### config.mk
export PLATFORM = sky130hd
export DESIGN_NAME = d_mem_seq
export DESIGN_NICKNAME = d
export VERILOG_FILES = /design/src/rtl/d_mem_seq.sv
export SDC_FILE = /design/constraint.sdc
export NUM_CORES = 1
export LEC_CHECK = 0
export ABC_AREA = 1
export CORE_MARGIN = 3
export CORE_UTILIZATION = 40
export CTS_CLUSTER_DIAMETER = 100
export DETAILED_ROUTE_END_ITERATION = 8
export PLACE_DENSITY = 0.84
export SKIP_LAST_GASP = 1
export SYNTH_ARGS = -nofsm -noshare
export SYNTH_HDL_FRONTEND = slang
export SYNTH_SLANG_ARGS = --single-unit
### constraint.sdc
create_clock -name clk -period 2 [get_ports clk]
set_clock_uncertainty 0.1 [all_clocks]
set_input_delay 0.2 -clock clk [delete_from_list [all_inputs] [get_ports clk]]
set_output_delay 0.2 -clock clk [all_outputs]
set_load 0.05 [all_outputs]
### src/rtl/d_mem_seq.sv
// Data-memory access sequencer: drives a req/gnt/rvalid port, steers byte lanes and
// sign/zero-extends loads. Define MISALIGN_TRAP_EN to trap misaligned half/word accesses.
module d_mem_seq #(
  parameter int TIMEOUT_CYCLES = 256
) (
  input  logic        clk,
  input  logic        rst,
  input  logic        d_mem_rd_en,
  input  logic        d_mem_wr_en,
  input  logic [1:0]  d_mem_size,
  input  logic        ld_unsigned,
  input  logic [31:0] d_mem_addr,
  input  logic [31:0] d_mem_wr_data,
  output logic        stall,
  output logic [31:0] rd_data,
  output logic        done,
  output logic        bus_err,
`ifdef MISALIGN_TRAP_EN
  output logic        misalign_err,
`endif
  output logic        mem_req,
  output logic        mem_we,
  output logic [31:0] mem_addr,
  output logic [3:0]  mem_be,
  output logic [31:0] mem_wdata,
  input  logic        mem_gnt,
  input  logic        mem_rvalid,
  input  logic [31:0] mem_rdata
);

  typedef enum logic [1:0] {S_IDLE, S_REQ, S_WAIT, S_DONE} state_e;

  localparam logic [15:0] TIMEOUT_LAST = 16'(TIMEOUT_CYCLES - 1);

  state_e      state_q, state_d;
  logic        mem_req_q, mem_req_d;
  logic        mem_we_q, mem_we_d;
  logic [31:0] mem_addr_q, mem_addr_d;
  logic [3:0]  mem_be_q, mem_be_d;
  logic [31:0] mem_wdata_q, mem_wdata_d;
  logic [1:0]  ld_size_q, ld_size_d;
  logic [1:0]  ld_off_q, ld_off_d;
  logic        ld_uns_q, ld_uns_d;
  logic [31:0] rd_data_q, rd_data_d;
  logic        done_q, done_d;
  logic        bus_err_q, bus_err_d;
  logic [15:0] cnt_q, cnt_d;

  logic        acc_req;
  logic        acc_we;
  logic        misalign;
  logic [1:0]  acc_off;
  logic [3:0]  acc_be;
  logic [31:0] acc_wdata;
  logic [15:0] ld_lane;
  logic [31:0] ld_ext;

  // Request decode: a simultaneous rd/wr is a load; misaligned low bits are dropped.
  always_comb begin
    acc_req   = d_mem_rd_en | d_mem_wr_en;
    acc_we    = d_mem_wr_en & ~d_mem_rd_en;
    acc_off   = d_mem_addr[1:0];
    acc_be    = 4'b1111;
    acc_wdata = d_mem_wr_data;
    case (d_mem_size)
      2'b00: begin
        // NOTE: blocking '=' inside always_comb, so acc_off is read back in the same pass;
        // every target gets a default above so no latch is inferred.
        acc_be    = 4'b0001 << acc_off;
        acc_wdata = {4{d_mem_wr_data[7:0]}};
      end
      2'b01: begin
        acc_off[0] = 1'b0;
        acc_be     = d_mem_addr[1] ? 4'b1100 : 4'b0011;
        acc_wdata  = {2{d_mem_wr_data[15:0]}};
      end
      default: acc_off = 2'b00;
    endcase
  end

`ifdef MISALIGN_TRAP_EN
  assign misalign = (d_mem_size == 2'b01) ? d_mem_addr[0]
                  : ((d_mem_size != 2'b00) && (d_mem_addr[1:0] != 2'b00));
`else
  assign misalign = 1'b0;
`endif

  // Load lane select from the offset/size captured at request time.
  always_comb begin
    ld_lane = 16'(mem_rdata >> {ld_off_q, 3'b000});
    case (ld_size_q)
      2'b00:   ld_ext = {{24{ld_lane[7] & ~ld_uns_q}}, ld_lane[7:0]};
      2'b01:   ld_ext = {{16{ld_lane[15] & ~ld_uns_q}}, ld_lane};
      default: ld_ext = mem_rdata;
    endcase
  end

  always_comb begin
    state_d     = state_q;
    mem_we_d    = mem_we_q;
    mem_addr_d  = mem_addr_q;
    mem_be_d    = mem_be_q;
    mem_wdata_d = mem_wdata_q;
    ld_size_d   = ld_size_q;
    ld_off_d    = ld_off_q;
    ld_uns_d    = ld_uns_q;
    rd_data_d   = rd_data_q;
    cnt_d       = cnt_q;
    done_d      = 1'b0;
    bus_err_d   = 1'b0;
    stall       = 1'b0;

    case (state_q)
      S_IDLE: begin
        if (acc_req) begin
          if (misalign) begin
            done_d = 1'b1;
          end else begin
            stall       = 1'b1;
            state_d     = S_REQ;
            mem_we_d    = acc_we;
            mem_addr_d  = {d_mem_addr[31:2], 2'b00};
            mem_be_d    = acc_be;
            mem_wdata_d = acc_wdata;
            ld_size_d   = d_mem_size;
            ld_off_d    = acc_off;
            ld_uns_d    = ld_unsigned;
          end
        end
      end
      S_REQ: begin
        stall = 1'b1;
        if (mem_gnt) begin
          if (mem_we_q) begin
            state_d = S_DONE;
            done_d  = 1'b1;
          end else begin
            state_d = S_WAIT;
            cnt_d   = 16'd0;
          end
        end
      end
      S_WAIT: begin
        stall = 1'b1;
        // rvalid on the final allowed cycle still retires the load cleanly.
        if (mem_rvalid) begin
          state_d   = S_DONE;
          done_d    = 1'b1;
          rd_data_d = ld_ext;
        end else if (cnt_q == TIMEOUT_LAST) begin
          state_d   = S_DONE;
          done_d    = 1'b1;
          bus_err_d = 1'b1;
          rd_data_d = 32'd0;
        end else begin
          cnt_d = cnt_q + 16'd1;
        end
      end
      S_DONE:  state_d = S_IDLE;
      default: state_d = S_IDLE;
    endcase

    mem_req_d = (state_d == S_REQ);
  end

  // NOTE: sequential state uses non-blocking '<=' so every flop samples pre-edge values.
  always_ff @(posedge clk) begin
    if (rst) begin
      state_q     <= S_IDLE;
      mem_req_q   <= 1'b0;
      mem_we_q    <= 1'b0;
      mem_addr_q  <= 32'd0;
      mem_be_q    <= 4'd0;
      mem_wdata_q <= 32'd0;
      ld_size_q   <= 2'd0;
      ld_off_q    <= 2'd0;
      ld_uns_q    <= 1'b0;
      rd_data_q   <= 32'd0;
      done_q      <= 1'b0;
      bus_err_q   <= 1'b0;
      cnt_q       <= 16'd0;
    end else begin
      state_q     <= state_d;
      mem_req_q   <= mem_req_d;
      mem_we_q    <= mem_we_d;
      mem_addr_q  <= mem_addr_d;
      mem_be_q    <= mem_be_d;
      mem_wdata_q <= mem_wdata_d;
      ld_size_q   <= ld_size_d;
      ld_off_q    <= ld_off_d;
      ld_uns_q    <= ld_uns_d;
      rd_data_q   <= rd_data_d;
      done_q      <= done_d;
      bus_err_q   <= bus_err_d;
      cnt_q       <= cnt_d;
    end
  end

`ifdef MISALIGN_TRAP_EN
  logic misalign_err_q, misalign_err_d;

  assign misalign_err_d = (state_q == S_IDLE) & acc_req & misalign;

  always_ff @(posedge clk) begin
    if (rst) misalign_err_q <= 1'b0;
    else     misalign_err_q <= misalign_err_d;
  end

  assign misalign_err = misalign_err_q;
`endif

  assign mem_req   = mem_req_q;
  assign mem_we    = mem_we_q;
  assign mem_addr  = mem_addr_q;
  assign mem_be    = mem_be_q;
  assign mem_wdata = mem_wdata_q;
  assign rd_data   = rd_data_q;
  assign done      = done_q;
  assign bus_err   = bus_err_q;

endmodule

==> results of run 1 <==
[sequential cells by signal (all words and copies together) (netlist names), 2 cells and up]
| signal | count |
|---|---|
| cnt_q | 16 |
| ld_off_q | 2 |
| ld_size_q | 2 |
| mem_addr | 30 |
| mem_be | 4 |
| mem_wdata | 32 |
| rd_data | 32 |
| state_q | 2 |
[cells in the final DEF, fill, tap and decap left out, types with 4 or more instances in the layout]
cell type        netlist  layout
clkbuf_16              0      17
nand2_1              241     238
nand4_1                4       4
o21ai_0               51      51
clkbuf_8               0       5
a21oi_1              113     113
clkbuf_1              21       4
nor2_1                59      59
dfxtp_1              125     123
o22ai_1                7       7
buf_12                 0       5
nand3_1               90      90
buf_4                  4      25
a21oi_2                4       4
inv_1                 60      57
ha_1                   6       5
clkdlybuf4s50_1        0     205
inv_2                  5       6
o211ai_1               6       6
nand2_4                2       5
[area by class of cell]
| type | instances | area, um2 | share of cell area [%] |
|---|---|---|---|
| multi-input combinational | 609 | 2870 | 32.3 |
| sequential | 125 | 2500 | 28.2 |
| timing repair buffer | 237 | 2400 | 27.1 |
| clock buffer | 26 | 509 | 5.73 |
| inverter | 67 | 259 | 2.92 |
| tap | 180 | 225 | 2.54 |
| clock inverter | 6 | 105 | 1.18 |
[path summary, 6_finish.rpt]
kind	from	end
hold / removal	rst	mem_we
hold reg to reg	mem_wdata[16]	mem_wdata[16]
setup / recovery	rd_data[0]	rd_data[0]
setup reg to reg	state_q[1]	cnt_q[0]
[power by group through the flow]
stage          logic (W)  registers [W]  clock network (W)
3_5_place_dp     0.00197        0.00280                  0
6_report         0.00208        0.00275            0.00322
2_1_floorplan   0.000715        0.00329                  0
4_1_cts          0.00206        0.00275            0.00324
3_3_place_gp     0.00196        0.00279                  0
5_1_grt          0.00222        0.00277            0.00336
[cells by family after synthesis]
group	after synthesis	share of synthesized area [%]
buf+inv	116	8.50
simple gates	408	29.3
xor+xnor	2	0.300
fa+ha+maj	6	1.29
other cells	1	0.0643
compound gates	191	17.6
flops	125	42.9
[repair_timing]
action                                  in CTS  in global routing
hold buffers                                 0                  0
pin swaps                                    2                  4
buffers inserted                             2                  3
cloned                                       2                  0
resized for setup                            8                  6
endpoints found under the setup margin       1                  4
[routing by layer]
layer | global-route usage [%] | vias to the layer above
met2 | 40.4 | 287
met1 | 26.3 | 2981
met3 | 10.5 | 33
met5 | 0 | -
met4 | 8.90 | 2
li1 | - | 3200
[stage by stage]
step / power (W) / setup TNS, ns / instances
floorplan: 0.00401 / 0 / 850
global placement: 0.00475 / 0 / 1211
detailed placement: 0.00477 / 0 / 1211
CTS: 0.00805 / 0 / 1247
global route: 0.00835 / -0.0120 / 1250
finish: 0.00804 / 0 / 1250
==> summary.md, run 1 <==
| Metric | Value |
|---|---|
| Status | `finished clean` |
| Vias per cell | `5.20` |
| Pint | `0.00556 W` |
| CTS sink cnt | `125` |
| Combinational Power Share | `25.8%` |
| DRC Markers | `0` |
| Sequential Power Share | `34.2%` |
| Starting density of the core | `41.4%` |
| Setup Crit Path Kind | `reg -> out` |
| Fill cells | `1207` |
| WP data required | `1.70 ns` |
| Switching Fraction | `30.9%` |
| Worst slew margin | `63.1%` |
| Clk_lat worst skew | `0.42 ns` |
| Placed Area | `8120 um2` |
| Antenna violations before repair | `1` |
| Worst hold path type | `in -> reg` |
| DR pass1 iterations | `6` |
| Largest cells by area after synthesis | `dfxtp_1 (43%), nand2_1 (16%), a21oi_1 (9.7%)` |
| Max Fanout on Critical Path | `2` |
| Worst-case reg-to-reg path depth | `9` |
| FMAX | `0.518 GHz` |
| Share of the synthesized area in the top cell type | `42.9%` |
| Power Density | `905 nW/um2` |
| Post-Syn Area | `5830 um2` |
| Hold Slack | `0.0283 ns` |
| Biggest area consumer among synthesized cells | `dfxtp_1` |
| Crit path DAT | `1.63 ns` |
| CTS clk-pin slew, worst paths | `0.06 ns` |
| RSZ-0062 raised after global routing | `true` |
| Post-synth top cells | `nand2_1 (241), dfxtp_1 (125), a21oi_1 (113)` |
| Nets | `1168` |
| Area Overhead vs Synth | `52.3%` |
| DRT iter0 DRCs | `469` |
| CP Capture Type | `output pin` |
| I/O pin count | `210` |
| Non-Filler Cell Area, Final | `8880 um2` |
| Sequential cell area fraction in the yosys report | `42.9%` |
| Yosys synthesis warning count | `0` |
| CP max stage cell | `clkdlybuf4s50_1` |
| Antenna-violating nets left | `0` |
| Max cap viols | `0` |
| Chip Width | `127 um` |
| Worst Max-Slew Pin Slew | `0.552 ns` |
| DR WL/cell | `15.6 um` |
| Reg-to-reg slack, setup | `0.09 ns` |
| Leak | `3.60 nW` |
| Setup violators final | `0` |
| Post-DP HPWL | `13700 um` |
| Count leader, synth | `nand2_1` |
| Top layer in use | `met5` |
| H-tree Lvls | `4` |
| Period Utilization, post-route | `96.6%` |
| Util after Layout | `63.0%` |
| Post-synth cell types | `35` |
| PnR worst setup slack | `0.0681 ns` |
| Shortest period the worst path allows | `1.93 ns` |
| Met3 WL | `2050 um` |
| Met1 WL | `7620 um` |
| First-pass GRT wire length | `30800 um` |
| Ant. Diodes | `0` |
| Core area | `14100 um2` |
| Site Rows | `43` |
| Clock share of power | `40.0%` |
| Asr flop ratio synth | `0%` |
| Slew Limit Fails | `0` |
| Placer Congestion | `0.870` |
| I/O Buffers | `207` |
| Synth Area per Inst | `6.87 um2` |
| Final hold vios | `0` |
| Largest net degree at the start of global routing | `100` |
| Worst path depth | `1` |
| Worst slack at placement | `0.107 ns` |
| CTS tree | `done` |
| Via count | `6503` |
| Total grt overflow | `0` |
| Die area | `16100 um2` |
| Clock Tree Buf Depth | `2` |
| Worst vdd ir | `729 uV` |
| Die Y | `127 um` |
| WHS Path Cells | `4` |
| Post-Route WL | `19500 um` |
| CP max stage delay | `0.83 ns` |
| CTS Buf Count | `17` |
| Met2 wire len | `9320 um` |
| Post-synth EDFFs | `0` |
| Total GRT Usage | `23.8%` |
| Worst-path cell chain | `clkdlybuf4s50_1` |
| Clk root buf | `clkbuf_16` |
| Sw power | `0.00248 W` |
| Syn Inst Count | `849` |
| Synth Flop Type | `dfxtp_1` |
| Worst Setup Start Kind | `flop` |
| Number of global-route vias before repair | `6354` |
| CP delay by family, top | `buffers and inverters` |
| Layout cells sized above 1 | `8.41%` |
| Buf/Inv on CP | `1` |
| Yosys reg bits | `125` |
(Power assumes the default switching activity.)
==> run 2, diff against run 1 <==
--- a/config.mk
+++ b/config.mk
@@ -7,10 +7,11 @@
 export LEC_CHECK = 0
 export ABC_AREA = 1
 export CORE_MARGIN = 3
-export CORE_UTILIZATION = 40
+export CORE_UTILIZATION = 30
 export CTS_CLUSTER_DIAMETER = 100
 export DETAILED_ROUTE_END_ITERATION = 8
-export PLACE_DENSITY = 0.84
+export PLACE_DENSITY = 0.68
+export RECOVER_POWER = 100
 export SKIP_LAST_GASP = 1
 export SYNTH_ARGS = -nofsm -noshare
 export SYNTH_HDL_FRONTEND = slang
==> summary.md, run 2 (synthesized netlist as in run 1, its figures left out) <==
| Metric | Value |
|---|---|
| CTS Buf Count | `17` |
| Clk root buf | `clkbuf_16` |
| Leak | `3.58 nW` |
| Total GRT Usage | `18.6%` |
| Worst-case reg-to-reg path depth | `10` |
| Die area | `21100 um2` |
| CTS sink cnt | `125` |
| Core area | `18900 um2` |
| H-tree Lvls | `4` |
| Worst Setup Start Kind | `flop` |
| Layout cells sized above 1 | `9.03%` |
| Util after Layout | `47.3%` |
| DR pass1 iterations | `6` |
| Clock Tree Buf Depth | `2` |
| Non-Filler Cell Area, Final | `8930 um2` |
| Setup violators final | `0` |
| Nets | `1172` |
| Power Density | `880 nW/um2` |
| DR WL/cell | `15.1 um` |
| Shortest period the worst path allows | `1.94 ns` |
| PnR worst setup slack | `0.0592 ns` |
| Worst slew margin | `62.9%` |
| FMAX | `0.515 GHz` |
| Number of global-route vias before repair | `6213` |
| Commonest non-fill, non-tap cell in the layout | `nand2_1` |
| I/O Buffers | `207` |
| Chip Width | `145 um` |
| Hold buffer count at cts | `0` |
| Ant. Diodes | `0` |
| Max Fanout on Critical Path | `14` |
| Setup Crit Path Kind | `reg -> out` |
| Crit path DAT | `1.64 ns` |
| WP data required | `1.70 ns` |
| Slew Limit Fails | `0` |
| Die Y | `145 um` |
| Antenna violations before repair | `1` |
| Max cap viols | `0` |
| Final hold vios | `0` |
| Status | `finished clean` |
| Via count | `6410` |
| First-pass GRT wire length | `32100 um` |
| DRT iter0 DRCs | `398` |
| Antenna-violating nets left | `0` |
| Final setup TNS | `0 ns` |
| Placed Area | `8250 um2` |
| Clk_lat worst skew | `0.42 ns` |
| Site Rows | `50` |
| Starting density of the core | `30.9%` |
| I/O pin count | `210` |
| Total grt overflow | `0` |
| CTS tree | `done` |
| Worst hold path type | `in -> reg` |
| DRC Markers | `0` |
| Worst slack at placement | `0.124 ns` |
| Vias per cell | `4.81` |
| Period Utilization, post-route | `97.0%` |
| Worst vdd ir | `582 uV` |
| Worst Max-Slew Pin Slew | `0.554 ns` |
| Total power draw | `0.00786 W` |
| Largest net degree at the start of global routing | `100` |
| Area Overhead vs Synth | `53.2%` |
| Placer Congestion | `0.877` |
| CTS clk-pin slew, worst paths | `0.06 ns` |
| Post-DP HPWL | `14300 um` |
| CP Capture Type | `output pin` |
| Post-Route WL | `20100 um` |
| WHS Path Cells | `4` |
| RSZ-0062 raised after global routing | `true` |
| Most frequent cells in the layout | `nand2_1 (238), clkdlybuf4s50_1 (204), dfxtp_1 (124)` |
==> run 2: timing repair <==
| item | CTS | global route |
|---|---|---|
| hold endpoints to repair | 0 | 0 |
| setup endpoints to repair | 1 | 4 |
| pin swaps | 1 | 0 |
| setup buffers | 1 | 1 |
| cloned | 2 | 0 |
| resized for setup | 6 | 5 |
==> run 2: path summary, 6_finish.rpt <==
kind | startpoint | to | slack, ns
setup reg to reg | state_q[0] | cnt_q[9] | 0.18
hold reg to reg | mem_addr[23] | mem_addr[23] | 0.36
hold / removal | rst | mem_we | 0.03
setup / recovery | state_q[1] | stall | 0.06
==> run 2: area by class of cell <==
cell class / count / area, um2
clock inverters: 13 / 130
clock buffers: 19 / 443
repair buffers: 241 / 2410
multi-input cells: 609 / 2870
flip-flops and latches: 125 / 2500
inverters: 67 / 254
well taps: 260 / 325
fillers: 1928 / 9960
==> run 2: critical path, stage by stage, from the launching register on <==
cell and delay [ns]:
dfxtp_2 0.35, inv_2 0.07, ha_4 0.17, nand2_2 0.08
nand2_4 0.06, buf_12 0.14, o21bai_1 0.11, inv_1 0.08
buf_12 0.15
==> run 2: routing by layer <==
layer | GRT usage, % | part of all wire (%) | vias up | wire length (um)
li1 | - | - | 3202 | -
met1 | 21.1 | 41 | 2916 | 8320
met2 | 31.4 | 47 | 263 | 9440
met3 | 8.00 | 9.8 | 27 | 1960
met4 | 6.27 | 1.8 | 2 | 356
met5 | 0 | 0.065 | - | 13
==> run 2: where the power goes <==
part	total (W)	internal, W	leakage, nW	switching [W]
clock network	0.00303	0.00177	0.268	0.00126
logic	0.00208	0.000784	2.28	0.00130
registers	0.00275	0.00266	1.02	0.0000925
total	0.00786	0.00521	3.58	0.00265
==> run 2: through the flow <==
| step | hold slack [ns] | instances |
|---|---|---|
| 2_1_floorplan | 0.179 | 850 |
| 5_1_grt | 0.0606 | 1334 |
| 4_1_cts | 0.0179 | 1333 |
| 6_report | 0.0257 | 1334 |
| 3_5_place_dp | 0.354 | 1298 |
| 3_3_place_gp | 0.348 | 1298 |
==> run 3, diff against run 2 <==
--- a/config.mk
+++ b/config.mk
@@ -7,10 +7,10 @@
 export LEC_CHECK = 0
 export ABC_AREA = 1
 export CORE_MARGIN = 3
-export CORE_UTILIZATION = 30
+export CORE_UTILIZATION = 45
 export CTS_CLUSTER_DIAMETER = 100
 export DETAILED_ROUTE_END_ITERATION = 8
-export PLACE_DENSITY = 0.68
+export PLACE_DENSITY = 0.91
 export RECOVER_POWER = 100
 export SKIP_LAST_GASP = 1
 export SYNTH_ARGS = -nofsm -noshare
==> summary.md, run 3 (synthesized netlist as in run 1, its figures left out) <==
| Metric | Value |
|---|---|
| Status | `finished clean` |
| CTS tree | `done` |
| Worst hold path type | `in -> reg` |
| CTS Buf Count | `17` |
| Sw power | `0.00248 W` |
| Leak | `3.52 nW` |
| CTS sink cnt | `125` |
| CP Capture Type | `output pin` |
| Final setup TNS | `0 ns` |
| Combinational Power Share | `26.1%` |
| Number of global-route vias before repair | `6491` |
| WP data required | `1.70 ns` |
| DR WL/cell | `15.9 um` |
| DRC Markers | `0` |
| Pint | `0.00532 W` |
| Core area | `12400 um2` |
| Largest net degree at the start of global routing | `100` |
| HP Start | `rst` |
| Setup violators final | `0` |
| Die area | `14400 um2` |
| DRT iter0 DRCs | `605` |
| Fill cells | `977` |
| Switching Fraction | `31.8%` |
| Antenna violations before repair | `0` |
| Shortest period the worst path allows | `1.93 ns` |
| H-tree Lvls | `4` |
| Layout cells sized above 1 | `8.44%` |
| Reg-to-reg slack, setup | `0.10 ns` |
| Clock Tree Buf Depth | `2` |
| Site Rows | `40` |
| Max cap viols | `0` |
| Worst-case reg-to-reg path depth | `8` |
| Worst Max-Slew Pin Slew | `0.593 ns` |
| Placed Area | `8090 um2` |
| Worst slew margin | `60.4%` |
| Post-Place Cells | `1197` |
| FMAX | `0.518 GHz` |
| Clk_lat worst skew | `0.41 ns` |
| DR pass1 iterations | `6` |
| Die Y | `120 um` |
| Power Density | `890 nW/um2` |
| Worst Setup Start Kind | `flop` |
| CTS clk-pin slew, worst paths | `0.06 ns` |
| I/O pin count | `210` |
| Placer Congestion | `0.941` |
| RSZ-0062 raised after global routing | `false` |
| Setup Crit Path Kind | `reg -> out` |
| Finished Layout Cells | `1234` |
| Critical R2R Launch | `state_q[1]` |
| Sequential Power Share | `35.4%` |
| Period Utilization, post-route | `96.6%` |
| Chip Width | `120 um` |
| First-pass GRT wire length | `31300 um` |
| Total GRT Usage | `26.9%` |
| I/O Buffers | `207` |
| WHS Path Cells | `4` |
| Nets | `1165` |
| Non-Filler Cell Area, Final | `8750 um2` |
| Crit path DAT | `1.63 ns` |
| Slew Limit Fails | `0` |
| Antenna-violating nets left | `0` |
| Hold buffer count at cts | `0` |
| Via count | `6624` |
| Post-Route WL | `19600 um` |
| Clk root buf | `clkbuf_16` |
| Worst vdd ir | `615 uV` |
| Most frequent cells in the layout | `nand2_1 (238), clkdlybuf4s50_1 (205), dfxtp_1 (122)` |
| Final hold vios | `0` |
| Ant. Diodes | `0` |
| Clock share of power | `38.5%` |
| Post-DP HPWL | `13600 um` |
| Total grt overflow | `0` |
| Max Fanout on Critical Path | `10` |
| Area Overhead vs Synth | `50.1%` |
| CP startpoint | `state_q[1]` |
| Starting density of the core | `47.2%` |
| Vias per cell | `5.37` |
| Commonest non-fill, non-tap cell in the layout | `nand2_1` |
run 3: cell count changes in the layout (fill, tap and decap cells not counted), moves of 3 or more:
cell and change:
clkinvlp_4 -3, clkinv_2 +4, buf_4 -10, inv_6 -6, clkbuf_1 +4
run 3: stage by stage:
step                hold WS (ns)  total power, W  util (%)  worst slack, ns
floorplan                  0.179         0.00401         -            0.187
global placement           0.348         0.00474      65.5            0.199
detailed placement         0.351         0.00477      65.5            0.145
CTS                       0.0669         0.00780      70.6          0.00396
global route               0.120         0.00810      70.8          0.00307
finish                    0.0979         0.00779      70.8           0.0685
run 3: metal layers:
metal / routed length [um] / up-vias / track usage (%)
met3: 1900 / 67 / 9.66
met5: 0 / - / 0
met1: 7510 / 3033 / 29.8
met4: 801 / 0 / 14.1
li1: - / 3188 / -
met2: 9430 / 336 / 45.1
run 3: power by group through the flow:
stage               sequential [W]  clock, W  combinational (W)
global route               0.00278   0.00315            0.00217
detailed placement         0.00280         0            0.00197
global placement           0.00280         0            0.00194
CTS                        0.00275   0.00303            0.00202
floorplan                  0.00329         0           0.000715
finish                     0.00276   0.00300            0.00203
run 3: area by class of cell:
cell class	count	area, um2	area share, %
Clock inverter	7	87.6	1.00
Inverter	67	256	2.93
Multi-Input combinational cell	609	2880	32.9
Tap cell	168	210	2.40
Sequential cell	125	2510	28.6
Clock buffer	24	482	5.50
Timing Repair Buffer	234	2330	26.7
run 3: worst paths after layout:
path                   to
max                 stall
min                mem_we
max reg2reg   rd_data[31]
min reg2reg  mem_addr[23]
run 3: timing repair:
item                       4_1_cts  5_1_grt
resized for setup                6       11
setup endpoints to repair        1       48
gates cloned                     1        1
pin swaps                        2        1
setup buffers                    2        2
run 3: worst max-delay path, stage by stage (launching register included):
cell and delay [ns]:
dfxtp_2 0.36, inv_4 0.06, ha_4 0.17, nand2_2 0.07, nand2_4 0.07, buf_12 0.14
o21bai_1 0.11, inv_1 0.08, buf_12 0.15
